File: config.mk
export PLATFORM = sky130hd
export DESIGN_NAME = iter_divider
export DESIGN_NICKNAME = d
export VERILOG_FILES = /design/src/rtl/iter_divider.sv
export SDC_FILE = /design/constraint.sdc
export NUM_CORES = 1
export LEC_CHECK = 0
export ABC_CLOCK_PERIOD_IN_PS = 7900
export CAP_MARGIN = 40
export CORE_UTILIZATION = 61
export DETAILED_ROUTE_END_ITERATION = 10
export PLACE_DENSITY = 0.83
export SYNTH_ARGS = -nofsm -noshare
export SYNTH_HDL_FRONTEND = slang
export SYNTH_SLANG_ARGS = --single-unit
File: constraint.sdc
create_clock -name clk -period 7.9 [get_ports clk]
set_clock_uncertainty 0.1 [all_clocks]
set_input_delay 1.58 -clock clk [delete_from_list [all_inputs] [get_ports clk]]
set_output_delay 1.58 -clock clk [all_outputs]
set_load 0.05 [all_outputs]
File: src/rtl/iter_divider.sv
// Multi-cycle 32-bit restoring divider for DIV/DIVU, returning {remainder, quotient}.
// One quotient bit per cycle on operand magnitudes; signs are applied in a single fix-up cycle.
module iter_divider (
    input  logic        clk,
    input  logic        reset,
    input  logic [1:0]  div_op,
    input  logic [31:0] dividend,
    input  logic [31:0] divisor,
    input  logic        div_in_valid,
    output logic        div_in_ready,
    output logic [63:0] div_result,
    output logic        div_out_valid,
    input  logic        div_out_ready
);

    typedef enum logic [1:0] {
        S_IDLE,
        S_BUSY,
        S_FIX,
        S_DONE
    } state_e;

    state_e      state_q, state_d;
    logic [4:0]  cnt_q, cnt_d;
    logic [31:0] rem_q, rem_d;
    logic [31:0] dq_q, dq_d;
    logic [31:0] dvs_q, dvs_d;
    logic        qneg_q, qneg_d;
    logic        rneg_q, rneg_d;
    logic [63:0] res_q, res_d;

    logic        sgn;
    logic [32:0] shifted;
    logic [32:0] trial;

    // 2'b00 and 2'b10 are unsigned; bit0 wins when both are set.
    always_comb begin
        unique case (div_op)
            2'b01, 2'b11: sgn = 1'b1;
            default:      sgn = 1'b0;
        endcase
    end

    // The partial remainder is kept at 32 bits: a restored remainder is always
    // below the divisor, so its 33rd bit would only ever hold zero.
    assign shifted = {rem_q, dq_q[31]};
    assign trial   = shifted - {1'b0, dvs_q};

    always_ff @(posedge clk) begin
        if (reset) begin
            state_q <= S_IDLE;
            cnt_q   <= '0;
            rem_q   <= '0;
            dq_q    <= '0;
            dvs_q   <= '0;
            qneg_q  <= 1'b0;
            rneg_q  <= 1'b0;
            res_q   <= '0;
        end else begin
            state_q <= state_d;
            cnt_q   <= cnt_d;
            rem_q   <= rem_d;
            dq_q    <= dq_d;
            dvs_q   <= dvs_d;
            qneg_q  <= qneg_d;
            rneg_q  <= rneg_d;
            res_q   <= res_d;
        end
    end

    always_comb begin
        state_d = state_q;
        cnt_d   = cnt_q;
        rem_d   = rem_q;
        dq_d    = dq_q;
        dvs_d   = dvs_q;
        qneg_d  = qneg_q;
        rneg_d  = rneg_q;
        res_d   = res_q;

        unique case (state_q)
            S_IDLE: begin
                if (div_in_valid) begin
                    state_d = S_BUSY;
                    qneg_d  = sgn & (dividend[31] ^ divisor[31]);
                    rneg_d  = sgn & dividend[31];
                    dq_d    = (sgn && dividend[31]) ? (32'd0 - dividend) : dividend;
                    dvs_d   = (sgn && divisor[31])  ? (32'd0 - divisor)  : divisor;
                    rem_d   = '0;
                    cnt_d   = '0;
                end
            end
            S_BUSY: begin
                if (!trial[32]) begin
                    rem_d = trial[31:0];
                    dq_d  = {dq_q[30:0], 1'b1};
                end else begin
                    rem_d = shifted[31:0];
                    dq_d  = {dq_q[30:0], 1'b0};
                end
                cnt_d = cnt_q + 5'd1;
                if (cnt_q == 5'd31) begin
                    state_d = S_FIX;
                end
            end
            S_FIX: begin
                // Divide-by-zero and INT_MIN/-1 results fall out of the magnitude loop here.
                res_d[63:32] = rneg_q ? (32'd0 - rem_q) : rem_q;
                res_d[31:0]  = qneg_q ? (32'd0 - dq_q)  : dq_q;
                state_d      = S_DONE;
            end
            S_DONE: begin
                if (div_out_ready) begin
                    state_d = S_IDLE;
                end
            end
            default: begin
                state_d = S_IDLE;
            end
        endcase
    end

    assign div_in_ready  = (state_q == S_IDLE);
    assign div_out_valid = (state_q == S_DONE);
    assign div_result    = res_q;

endmodule

==> flow_summary.toml, run 1 <==
[status]
status = "completed"

[global_route]
track_usage_pct = 30.8
antenna_found_initial = 0
grt_pass1_wl_mm = 45.2
grt_overflow = 0
grt_max_degree = 83
grt_pass1_vias = 8995

[synth]
netlist_top_cells_count = "dfxtp_1, nor2_1, nand2_1"
yosys.area.top_type = "dfxtp_1"
synth.most_common_cell = "dfxtp_1"
synth_seq_cells = 169
syn_nets = 1513
synth_cells = 1400
yosys_most_used_dff = "dfxtp_1"
avgSynthCellArea_um2 = 7.74
yosysWarnings = 0
ys_types = 64
seq_area_frac_synth_pct = 31.2
syn_area_um2 = 10800
synth_edf_count = 0
synth-async-reset-ratio_pct = 0
synth.top_cell.area_share_pct = 31.2
synth.area.top_cells = "dfxtp_1, xor2_1, a211oi_1"

[clock_tree]
cts_sinks = 169
cts_resized = 0
clk_latency_ns = 0.43
cts_hold_buf = 0
path_clk_slew_ns = 0.07
post-cts-setup-buffers = 0
cts_buffer_depth = 2
cts_tree = "yes"
cts_buffers = 17
cts-root-buf = "clkbuf_16"
htree_num_levels = 4

[job]
maxCapViolations = 0

[pwr]
power_density_nw_per_um2 = 346
peakVddDrop_uv = 365
p_leak_nw = 4.90

[cells_and_area]
syn_to_final_growth_pct = 18.9
fill_cells = 1384
n_antenna_cell = 0
fin_cells = 1721
final_nets = 1596
layout-drive-gt1-share_pct = 4.68

[floorplanning]
pin_count = 136
coreArea_um2 = 17300
die-area_um2 = 18300
die_x_um = 135
start_util_pct = 62.6
rows = 48
die_h_um = 135

[route]
first_pass_iters = 6
drt.antenna.violating_nets = 0
drtIter0Drc = 771
wirelength_mm = 28.0
remaining_drc_errors = 0
routed_via_density = 6.06
vias = 10400
wire_per_inst_um = 16.3

[placement]
gp_congestion = 0.946
hpwl_mm = 20.5
dp.cells = 1689
port_buffers = 134

[timing]
finalSetupViolations = 0
timing.final.hold_violations = 0
finalCriticalPeriod_ns = 4.36
period_share_pct = 55.2
worst_pin_slew_ns = 0.779
relSlewSlack_pct = 48.1
finalSetupTns_ns = 0
rsz0062_at_grt = "no"
max_freq_mhz = 229
slew_violations = 0

[worst_setup_path]
crit_fanout = 25
cp_data_arrival_time_ns = 4.63
critPathKind = "flop to flop"
cp-start-kind = "flop"
cp-end-kind = "flop"
required_ns = 8.18

[worst_hold_path]
hold_class = "flop to flop"
## through the flow
| stage | total power, mW | hold WS, ns | setup slack, ns | utilization [%] | instance area [um^2] |
|---|---|---|---|---|---|
| after floorplan | 2.97 | 0.332 | 3.96 | - | 10800 |
| after global placement | 3.56 | 0.343 | 3.22 | 70.6 | 12200 |
| after detailed placement | 3.65 | 0.356 | 3.16 | 71.2 | 12300 |
| after CTS | 4.44 | 0.365 | 3.60 | 74.5 | 12900 |
| after global routing | 4.76 | 0.407 | 3.31 | 74.5 | 12900 |
| final | 4.46 | 0.368 | 3.54 | 74.5 | 12900 |
## sequential cells by signal, summed over array words and instances (netlist names)
name	count
cnt_q	5
div_result	64
dq_q	32
dvs_q	32
qneg_q	1
rem_q	32
rneg_q	1
state_q	2
## worst paths after layout
path,from,end,slack [ns],depth (start not counted)
worst max-delay path,rem_q[10],rem_q[29],3.54,10
worst min-delay path,dvs_q[31],dvs_q[31],0.37,2
worst max register to register,rem_q[10],rem_q[29],3.54,10
worst min register to register,dvs_q[31],dvs_q[31],0.37,2
## report_power, final
part	switching, mW	leakage (nW)	internal [mW]
registers	0.213	1.38	1.10
clock network	0.379	0.264	0.414
logic	1.52	3.26	0.838
## placed cells by master (no fill, tap or decap), types with 11 or more instances in the layout
cell type	count
clkbuf_16	17
clkdlybuf4s50_1	133
or4_1	17
ha_1	40
nor4_1	13
inv_1	55
nor3_1	18
nor2_1	161
a211oi_1	93
or3_1	12
o21ai_0	113
a21o_1	14
xnor2_1	42
o31ai_1	31
xor2_1	97
a21oi_1	79
mux2i_1	29
o41ai_1	16
nand3_1	20
nand2_1	155
dfxtp_1	169
nand2b_1	11
## final cells by class
| cell class | instances | area, um^2 | share of cell area (%) |
|---|---|---|---|
| Clock buffer | 17 | 425 | 3.30 |
| Clock inverter | 15 | 135 | 1.05 |
| Inverter | 55 | 206 | 1.60 |
| Multi-Input combinational cell | 1092 | 6950 | 53.9 |
| Sequential cell | 169 | 3380 | 26.3 |
| Tap cell | 225 | 282 | 2.19 |
| Timing Repair Buffer | 148 | 1500 | 11.7 |
## worst max-delay path, cell delays in order (launching register included)
cell       delay, ns
dfxtp_1         0.55
ha_1            0.40
a21oi_1         0.20
o21ai_0         0.17
a311o_1         0.43
o211a_1         0.28
o21ai_0         0.27
nand3_2         0.61
buf_4           0.47
a2111oi_0       0.57
a221o_1         0.24
## logic make-up (layout without fill, tap and decap cells)
logic type / count (synthesis) / in the layout / share of synthesized area, %
simple gates: 466 / 466 / 19.8
compound gates: 413 / 413 / 24.9
flops: 169 / 169 / 31.2
xor+xnor: 139 / 139 / 11.2
buf+inv: 139 / 235 / 4.85
fa+ha+maj: 43 / 43 / 5.04
mux: 31 / 31 / 2.89
## metal layers
layer  vias to the layer above  wire length [um]  track usage [%]  share of wire [%]
met2                       447             11700             44.3                 42
met5                         -                 0                0                  0
met3                        32              2490             5.01                8.9
met1                      4750             13500             46.9                 48
met4                         0               356             8.30                1.3
li1                       5207                 -                -                  -
(Power assumes the default switching activity.)
==> run 2: changes to the inputs <==
ABC_CLOCK_PERIOD_IN_PS = 4000   (was 7900)
CORE_UTILIZATION = 51   (was 61)
PLACE_DENSITY = 0.73   (was 0.83)
clock period = 4 ns   (was 7.9 ns; I/O delays follow)
==> flow_summary.toml, run 2 (synthesis results as in run 1) <==
[cells_and_area]
final_common_cell = "dfxtp_1"
fin_cells = 1792
largest_register_ffs = 64
fin_area_um2 = 13200
n_antenna_cell = 0
fill_cells = 1899
syn_to_final_growth_pct = 21.6
final_nets = 1622
layout_common_cells = "dfxtp_1, nor2_1, nand2_1"
layout-drive-gt1-share_pct = 6.31

[placement]
hpwl_mm = 21.7
dp.cells = 1760
place_ws_ns = 0.206
gp_congestion = 0.927
placed_area_um2 = 12600
port_buffers = 134

[clock_tree]
cts_buffers = 17
cts_buffer_depth = 2
htree_num_levels = 4
cts_tree = "yes"
cts-root-buf = "clkbuf_16"
clk_latency_ns = 0.43
path_clk_slew_ns = 0.07
cts_sinks = 169
post-cts-setup-buffers = 0
cts_resized = 0
cts_hold_buf = 0

[pwr]
p_switching_mw = 4.14
power.share.switching_pct = 46.4
intPower_mw = 4.78
power_density_nw_per_um2 = 678
peakVddDrop_uv = 484
finalPower_mw = 8.93
power.share.clock_pct = 18.4
combPwrFrac_pct = 52.4
p_leak_nw = 5.06
p_seq_share_pct = 29.2

[floorplanning]
rows = 52
die-area_um2 = 21800
die_h_um = 148
pin_count = 136
die_x_um = 148
start_util_pct = 52.7
coreArea_um2 = 20600

[global_route]
track_usage_pct = 26.8
grt_pass1_vias = 9084
grt_pass1_wl_mm = 47.0
grt_max_degree = 87
antenna_found_initial = 0
grt_overflow = 0

[route]
vias = 10300
wire_per_inst_um = 16.1
wirelength_mm = 28.9
routed_via_density = 5.76
remaining_drc_errors = 0
drtIter0Drc = 776
drt.antenna.violating_nets = 0
first_pass_iters = 5

[job]
maxCapViolations = 0

[worst_setup_path]
critPathKind = "flop to flop"
cp-end-kind = "flop"
cp_data_arrival_time_ns = 3.75
crit_fanout = 31
cp-start-kind = "flop"
required_ns = 4.25

[status]
status = "completed"

[timing]
max_freq_mhz = 286
worst_slack_ns = 0.502
finalSetupViolations = 0
finalSetupTns_ns = 0
worst_pin_slew_ns = 0.845
period_share_pct = 87.4
relSlewSlack_pct = 43.7
slew_violations = 0
finalCriticalPeriod_ns = 3.50
rsz0062_at_grt = "no"
timing.final.hold_violations = 0

[worst_hold_path]
hold_class = "flop to flop"
## run 2: cell types whose count changed in the layout (fill, tap and decap cells not counted), moves of 2 or more
cell,delta
buf_4,+27
inv_6,-4
inv_8,-2
clkbuf_8,+4
clkinv_4,+3
## run 2: area by class of cell
cell class / count / area (um^2) / area share (%)
tap: 270 / 338 / 2.56
clock inverter: 11 / 113 / 0.855
inverter: 55 / 206 / 1.57
clock buffer: 21 / 480 / 3.65
multi-input combinational: 1092 / 6950 / 52.7
sequential: 169 / 3380 / 25.7
timing repair buffer: 174 / 1710 / 13.0
## run 2: through the flow
step / util [%] / hold WS, ns
after floorplan: - / 0.332
after global placement: 60.8 / 0.342
after detailed placement: 61.2 / 0.347
after CTS: 64.1 / 0.354
after global routing: 64.1 / 0.395
final: 64.1 / 0.354
## run 2: metal layers
layer  up-vias  global-route usage [%]  routed length, um
li1       5252                       -                  -
met1      4685                    41.9              14700
met2       349                    38.1              11800
met3        32                    3.02               1940
met4         0                    7.01                425
met5         -                       0                  0
## run 2: power by group through the flow
stage,combinational (mW),clock [mW],sequential [mW]
after floorplan,2.58,0,3.29
after global placement,4.52,0,2.63
after detailed placement,4.63,0,2.63
after CTS,4.65,1.66,2.60
after global routing,5.13,1.73,2.67
final,4.68,1.64,2.61
## run 2: critical path: stages, from the launching register on
cell	delay (ns)
dfxtp_1	0.33
inv_1	0.05
ha_1	0.37
a21o_1	0.23
o2bb2ai_1	0.17
a2111oi_0	0.55
o31ai_1	0.18
or4_1	0.57
nand3_2	0.15
buf_12	0.23
mux2_2	0.36
o21ai_0	0.13
## run 2: worst paths after layout
check	from	endpoint	slack (ns)	depth (start not counted)
hold reg to reg	dvs_q[13]	dvs_q[13]	0.35	2
setup reg to reg	dvs_q[19]	rem_q[1]	0.50	11
hold / removal	dvs_q[13]	dvs_q[13]	0.35	2
setup / recovery	dvs_q[19]	rem_q[1]	0.50	11
